`config.mk`:
```
export PLATFORM = sky130hd
export DESIGN_NAME = bcd_conversion_scheduler_flat
export DESIGN_NICKNAME = d
export VERILOG_FILES = /design/src/rtl/bcd_display_pkg.sv /design/src/rtl/bcd_conversion_scheduler_if.sv /design/src/rtl/rr_priority_picker.sv /design/src/rtl/bcd_conversion_scheduler.sv /design/src/flat_wrapper.sv
export SDC_FILE = /design/constraint.sdc
export NUM_CORES = 1
export LEC_CHECK = 0
export ABC_AREA = 1
export CORE_MARGIN = 1.5
export CORE_UTILIZATION = 48
export DETAILED_ROUTE_END_ITERATION = 12
export GPL_TIMING_DRIVEN = 1
export PLACE_DENSITY = 0.79
export RECOVER_POWER = 50
export SLEW_MARGIN = 20
export SYNTH_ARGS = -nofsm -noshare
export SYNTH_HDL_FRONTEND = slang
export SYNTH_SLANG_ARGS = --single-unit
export TNS_END_PERCENT = 50
```
`constraint.sdc`:
```
create_clock -name clk -period 3.21 [get_ports clk]
set_clock_uncertainty 0.1 [all_clocks]
set_input_delay 0.963 -clock clk [delete_from_list [all_inputs] [get_ports clk]]
set_output_delay 0.963 -clock clk [all_outputs]
set_load 0.1 [all_outputs]
```
`src/rtl/bcd_display_pkg.sv`:
```
// bcd_display_pkg: shared encodings and constants for the BCD display path
package bcd_display_pkg;
    localparam int BCD_W = 12;
    localparam logic [BCD_W-1:0] BCD_RESET = '0;
    typedef enum logic [1:0] {ST_IDLE, ST_LAUNCH, ST_WAIT} state_t;
endpackage

```
`src/rtl/bcd_conversion_scheduler_if.sv`:
```
// bcd_conversion_scheduler_if: request, converter handshake and result bank of the scheduler
interface bcd_conversion_scheduler_if #(
    parameter int CHANNELS = 4,
    parameter int BINARY_DATA_SIZE = 8
);
    import bcd_display_pkg::*;
    logic [CHANNELS*BINARY_DATA_SIZE-1:0] channel_data;
    logic [CHANNELS-1:0] channel_req;
    logic conv_done;
    logic [BCD_W-1:0] conv_bcd;
    logic conv_start;
    logic [BINARY_DATA_SIZE-1:0] conv_binary;
    logic [CHANNELS*BCD_W-1:0] bcd_out;
    logic [CHANNELS-1:0] bcd_valid;
    logic busy;
    logic timeout_error;
    modport slave (
        input  channel_data, channel_req, conv_done, conv_bcd,
        output conv_start, conv_binary, bcd_out, bcd_valid, busy, timeout_error
    );
    modport master (
        output channel_data, channel_req, conv_done, conv_bcd,
        input  conv_start, conv_binary, bcd_out, bcd_valid, busy, timeout_error
    );
endinterface

```
`src/rtl/rr_priority_picker.sv`:
```
// rr_priority_picker: first set pending bit searching from last_grant+1, wrapping around
module rr_priority_picker #(
    parameter int CHANNELS = 4
) (
    input  logic [CHANNELS-1:0] pending,
    input  logic [$clog2(CHANNELS)-1:0] last_grant,
    output logic grant_valid,
    output logic [$clog2(CHANNELS)-1:0] grant_idx
);
    localparam int IW = $clog2(CHANNELS);
    logic [IW-1:0] j;
    // walk from farthest to nearest so the nearest set bit after last_grant wins
    always_comb begin
        grant_valid = 1'b0;
        grant_idx = '0;
        j = '0;
        for (int k = CHANNELS; k >= 1; k--) begin
            j = IW'((int'(last_grant) + k) % CHANNELS);
            if (pending[j]) begin
                grant_valid = 1'b1;
                grant_idx = j;
            end
        end
    end
endmodule

```
`src/rtl/bcd_conversion_scheduler.sv`:
```
// bcd_conversion_scheduler: round-robin sharing of one binary-to-BCD converter with a result bank and watchdog
module bcd_conversion_scheduler
    import bcd_display_pkg::*;
#(
    parameter int CHANNELS = 4,
    parameter int BINARY_DATA_SIZE = 8,
    parameter int TIMEOUT = 32
) (
    input logic clk,
    input logic reset,
    bcd_conversion_scheduler_if.slave bus
);
    localparam int IW = $clog2(CHANNELS);
    localparam int WW = $clog2(TIMEOUT);
    localparam logic [WW-1:0] WD_LAST = WW'(TIMEOUT - 1);
    state_t state_q, state_d;
    logic [CHANNELS-1:0] pending_q, pending_d;
    logic [IW-1:0] last_grant_q, last_grant_d;
    logic [IW-1:0] cur_ch_q, cur_ch_d;
    logic [BINARY_DATA_SIZE-1:0] conv_binary_q, conv_binary_d;
    logic conv_start_q, conv_start_d;
    logic [WW-1:0] wd_q, wd_d;
    logic [CHANNELS*BCD_W-1:0] bcd_out_q, bcd_out_d;
    logic [CHANNELS-1:0] bcd_valid_q, bcd_valid_d;
    logic busy_q;
    logic timeout_q, timeout_d;
    logic grant_valid;
    logic [IW-1:0] grant_idx;

    rr_priority_picker #(.CHANNELS(CHANNELS)) u_picker (
        .pending(pending_q),
        .last_grant(last_grant_q),
        .grant_valid(grant_valid),
        .grant_idx(grant_idx)
    );

    // grant, launch and wait sequencing; a request on the granting edge re-arms pending
    always_comb begin
        state_d = state_q;
        pending_d = pending_q;
        last_grant_d = last_grant_q;
        cur_ch_d = cur_ch_q;
        conv_binary_d = conv_binary_q;
        conv_start_d = 1'b0;
        wd_d = wd_q;
        bcd_out_d = bcd_out_q;
        bcd_valid_d = bcd_valid_q;
        timeout_d = timeout_q;
        case (state_q)
            ST_IDLE: begin
                if (grant_valid) begin
                    state_d = ST_LAUNCH;
                    pending_d[grant_idx] = 1'b0;
                    last_grant_d = grant_idx;
                    cur_ch_d = grant_idx;
                    conv_binary_d = bus.channel_data[int'(grant_idx)*BINARY_DATA_SIZE +: BINARY_DATA_SIZE];
                    conv_start_d = 1'b1;
                end
            end
            ST_LAUNCH: begin
                state_d = ST_WAIT;
                wd_d = '0;
            end
            ST_WAIT: begin
                wd_d = wd_q + 1'b1;
                if (bus.conv_done) begin
                    state_d = ST_IDLE;
                    bcd_out_d[int'(cur_ch_q)*BCD_W +: BCD_W] = bus.conv_bcd;
                    bcd_valid_d[cur_ch_q] = 1'b1;
                end else if (wd_q == WD_LAST) begin
                    state_d = ST_IDLE;
                    timeout_d = 1'b1;
                    bcd_valid_d[cur_ch_q] = 1'b0;
                end
            end
            default: state_d = ST_IDLE;
        endcase
        pending_d = pending_d | bus.channel_req;
    end

    // state and registered outputs; reset abandons any conversion in flight
    always_ff @(posedge clk) begin
        if (reset) begin
            state_q <= ST_IDLE;
            pending_q <= '0;
            last_grant_q <= IW'(CHANNELS - 1);
            cur_ch_q <= '0;
            conv_binary_q <= '0;
            conv_start_q <= 1'b0;
            wd_q <= '0;
            bcd_out_q <= {CHANNELS{BCD_RESET}};
            bcd_valid_q <= '0;
            busy_q <= 1'b0;
            timeout_q <= 1'b0;
        end else begin
            state_q <= state_d;
            pending_q <= pending_d;
            last_grant_q <= last_grant_d;
            cur_ch_q <= cur_ch_d;
            conv_binary_q <= conv_binary_d;
            conv_start_q <= conv_start_d;
            wd_q <= wd_d;
            bcd_out_q <= bcd_out_d;
            bcd_valid_q <= bcd_valid_d;
            busy_q <= state_d != ST_IDLE;
            timeout_q <= timeout_d;
        end
    end

    assign bus.conv_start = conv_start_q;
    assign bus.conv_binary = conv_binary_q;
    assign bus.bcd_out = bcd_out_q;
    assign bus.bcd_valid = bcd_valid_q;
    assign bus.busy = busy_q;
    assign bus.timeout_error = timeout_q;
endmodule

```
`src/flat_wrapper.sv`:
```
// flat-port wrapper written by rule: the top's interface ports become plain ports
module bcd_conversion_scheduler_flat import bcd_display_pkg::*;
#(
    parameter int CHANNELS = 4,
    parameter int BINARY_DATA_SIZE = 8,
    parameter int TIMEOUT = 32
)
  (clk, reset, bus_channel_data, bus_channel_req, bus_conv_done, bus_conv_bcd, bus_conv_start, bus_conv_binary, bus_bcd_out, bus_bcd_valid, bus_busy, bus_timeout_error);
  bcd_conversion_scheduler_if #(.CHANNELS(CHANNELS), .BINARY_DATA_SIZE(BINARY_DATA_SIZE)) bus_i ();
  input logic clk;
  input logic reset;
  input wire logic [$bits(bus_i.channel_data)-1:0] bus_channel_data;
  input wire logic [$bits(bus_i.channel_req)-1:0] bus_channel_req;
  input wire logic [$bits(bus_i.conv_done)-1:0] bus_conv_done;
  input wire logic [$bits(bus_i.conv_bcd)-1:0] bus_conv_bcd;
  output wire logic [$bits(bus_i.conv_start)-1:0] bus_conv_start;
  output wire logic [$bits(bus_i.conv_binary)-1:0] bus_conv_binary;
  output wire logic [$bits(bus_i.bcd_out)-1:0] bus_bcd_out;
  output wire logic [$bits(bus_i.bcd_valid)-1:0] bus_bcd_valid;
  output wire logic [$bits(bus_i.busy)-1:0] bus_busy;
  output wire logic [$bits(bus_i.timeout_error)-1:0] bus_timeout_error;
  assign bus_i.channel_data = bus_channel_data;
  assign bus_i.channel_req = bus_channel_req;
  assign bus_i.conv_done = bus_conv_done;
  assign bus_i.conv_bcd = bus_conv_bcd;
  assign bus_conv_start = bus_i.conv_start;
  assign bus_conv_binary = bus_i.conv_binary;
  assign bus_bcd_out = bus_i.bcd_out;
  assign bus_bcd_valid = bus_i.bcd_valid;
  assign bus_busy = bus_i.busy;
  assign bus_timeout_error = bus_i.timeout_error;
  bcd_conversion_scheduler #(.CHANNELS(CHANNELS), .BINARY_DATA_SIZE(BINARY_DATA_SIZE), .TIMEOUT(TIMEOUT)) u_core (.clk(clk), .reset(reset), .bus(bus_i));
endmodule
```
==> run_results.csv <==
group,metric,value,unit
sta,max_slew_margin,0.1813,
setup_path,path_class,"reg -> out",
sta,post-route-min-period,2.682,ns
sta,timing.fmax,0.3728,GHz
final_layout,antenna_cells,0,
detailed_routing,detail_route.first_pass.iterations,4,
setup_path,required,2.15,ns
sta,fin_setup_tns,0,ns
final_layout,fin_util,0.6146,
pwr,intPower,1.960,mW
logic_synthesis,async_flop_share,0,
setup_path,crit_path_start_kind,"flip-flop",
setup_path,path_cells,"clkbuf_1",
floorplan,die_w,95.14,um
pwr,power_frac_seq,0.272,
cts,cts_buffers,9,
sta,hold_violations,0,
logic_synthesis,synth_cells,625,
pwr,power_density,829.2,nW/um2
global_routing,grt_pass1_wl,18480,um
sta,rsz0062_at_grt,"false",
global_routing,grt.total_usage,0.2598,
setup_path,cp_slowest_cell,"clkbuf_1",
floorplan,die_area,9052,um2
cts,clk_pin_slew_worst_paths,0.09,ns
logic_synthesis,synth_edf_count,0,
logic_synthesis,synth-seq-cells,78,
logic_synthesis,syn_area,4075,um2
sta,fin_hold_ws,0.3576,ns
pwr,vdd_drop_max,0.3159,mV
detailed_routing,routedWlPerCell,13.61,um
final_layout,nets,793,
logic_synthesis,yosysSeqAreaShare,0.3832,
floorplan,ios,114,
pwr,p_sw,2.227,mW
floorplan,core_area,8217,um2
global_routing,grt-ovfl-total,0,
detailed_routing,routed_wl,11440,um
sta,report.final.slew_viol_count,0,
final_layout,drive_gt1_frac,0.05714,
pwr,swShare,0.5318,
cts,htreeDepth,3,
outcome,status,"complete, no violations",
worst_hold_path,hold_class,"reg -> reg",
logic_synthesis,synth_cell_types,32,
detailed_routing,drc,0,
sta,worst_pin_slew,1.233,ns
global_routing,antenna_found_initial,0,
detailed_routing,ant_nets,0,
cts,cts_root_buffer,"clkbuf_8",
job,maxCapViolations,0,
detailed_routing,drt_iter0_drc,196,
placed_design,io_buffers,113,
placed_design,routabilityCongestion,0.9195,
floorplan,initial_core_util,0.4960,
logic_synthesis,avgSynthCellArea,6.520,um2
detailed_routing,vias_per_cell,5.252,
setup_path,worst-path-max-fanout,2,
setup_path,r2r_slack,0.64,ns
setup_path,cp-end-kind,"output port",
logic_synthesis,syn-num-nets,688,
cts,cts_setup_buffers,0,
pwr,pwr-share-clk,0.165,
setup_path,cp.buffers_inverters,1,
setup_path,crit_arrival,1.62,ns
cts,clkSinkCount,78,
setup_path,critical-path-max-stage-delay,0.91,ns
floorplan,fp.dieH,95.14,um
cts,ctsHoldBuffers,0,
cts,insertion_delay,0.36,ns
final_layout,area_growth_syn_to_layout,23.92,%
global_routing,grt_pass1_vias,4043,
pwr,comb_power_share,0.562,
sta,setup_viol,0,
setup_path,cp_top_family,"buffers and inverters",
cts,cts_tree,"done",
global_routing,grt_max_degree,50,
cts,cts_resized,0,
floorplan,rows,33,
pwr,p_leak,2.135,nW
placed_design,place_hpwl,8497,um
logic_synthesis,synth_ff_type,"dfxtp_1",
detailed_routing,vias,4412,
cts,cts_buffer_depth,2,
sta,fin_crit_sh,0.8357,
logic_synthesis,ys_warn_count,0,
cell families (layout without fill, tap and decap cells):
group,after synthesis,after routing,synth area share
xor+xnor,1,1,0.002150
simple gates,324,324,0.3337
fa+ha+maj,12,12,0.03684
compound gates,113,113,0.1477
buf+inv,97,207,0.09641
flops,78,78,0.3832
registers in the layout (all words and copies together) (netlist names), named ones only:
| register | count |
|---|---|
| u_core.last_grant_q | 2 |
| u_core.bus.conv_binary | 8 |
| u_core.bus.timeout_error | 1 |
| u_core.wd_q | 5 |
| u_core.bus.busy | 1 |
| u_core.bus.conv_start | 1 |
| u_core.bus.bcd_out | 48 |
| u_core.pending_q | 4 |
| u_core.cur_ch_q | 2 |
| u_core.state_q | 2 |
area by class of cell:
type | instances | area [um2]
multi-input cells | 450 | 2121
well taps | 105 | 131.4
flip-flops and latches | 78 | 1562
inverters | 72 | 272.8
clock buffers | 9 | 123.9
fillers | 841 | 3167
repair buffers | 119 | 780.7
clock inverters | 7 | 58.81
path summary, 6_finish.rpt:
kind / start / endpoint / cells past startpoint
setup / recovery: flip-flop / bus_bcd_valid[1] / 1
hold / removal: u_core.bus.timeout_error$_SDFFE_PP0P_ / u_core.bus.timeout_error$_SDFFE_PP0P_ / 2
setup reg to reg: u_core.cur_ch_q[0]$_SDFFE_PP0P_ / u_core.bus.bcd_out[31]$_SDFFE_PP0P_ / 10
hold reg to reg: u_core.bus.timeout_error$_SDFFE_PP0P_ / u_core.bus.timeout_error$_SDFFE_PP0P_ / 2
placed cells by master, fill, tap and decap left out, types with 5 or more instances in the layout:
master and count:
nor3_1 7, clkbuf_8 9, nand4_1 5, buf_4 7
clkbuf_1 62, o21ai_1 6, clkdlybuf4s50_1 48, clkinv_1 6
a21oi_1 57, ha_1 12, o21ai_0 32, nand3_1 47
nand2_1 200, nor2_1 52, inv_1 61, a31oi_1 8
dfxtp_1 78
power groups by stage:
stage	registers, mW	logic (mW)	clock network (mW)
after global placement	1.16	2.37	0
after detailed placement	1.16	2.38	0
after floorplan	1.58	1.47	0
after global routing	1.15	2.62	0.749
after CTS	1.14	2.39	0.711
final	1.14	2.35	0.692
stage by stage:
| step | power (mW) | std cells | cell area (um2) | worst slack (ns) |
|---|---|---|---|---|
| detailed placement | 3.544 | 824 | 5100 | 0.3587 |
| global placement | 3.529 | 824 | 5100 | 0.4534 |
| CTS | 4.245 | 840 | 5283 | 0.7250 |
| floorplan | 3.049 | 625 | 4075 | 0.9612 |
| finish | 4.187 | 840 | 5050 | 0.5275 |
| global route | 4.516 | 840 | 5050 | 0.4430 |
metal layers:
| metal | vias up | part of all wire | track usage |
|---|---|---|---|
| li1 | 2208 | - | - |
| met1 | 2009 | 0.43 | 0.3180 |
| met2 | 178 | 0.47 | 0.4480 |
| met3 | 17 | 0.077 | 0.04226 |
| met4 | 0 | 0.018 | 0.1107 |
| met5 | - | 0 | 0 |
synthesized netlist by cell type (2+ instances only):
library cell | n | area, um2
or2_2 | 4 | 25.02
inv_2 | 4 | 15.01
a22oi_1 | 4 | 30.03
o21ai_1 | 6 | 30.03
a31oi_1 | 8 | 50.05
clkbuf_1 | 15 | 56.30
dfxtp_1 | 78 | 1562
inv_1 | 61 | 229.0
nor2_4 | 2 | 22.52
a221oi_1 | 2 | 17.52
nand2_2 | 3 | 18.77
ha_1 | 12 | 150.1
nor2_1 | 52 | 195.2
a211oi_1 | 2 | 15.01
nand2_4 | 2 | 22.52
buf_6 | 2 | 22.52
buf_2 | 6 | 30.03
nor3_1 | 7 | 35.03
o21ai_0 | 32 | 160.2
nand3_1 | 47 | 235.2
clkinv_1 | 6 | 22.52
a21oi_1 | 57 | 285.3
nand4_1 | 5 | 31.28
nand2_1 | 200 | 750.7
No activity file was read; power rests on OpenSTA's default activity.
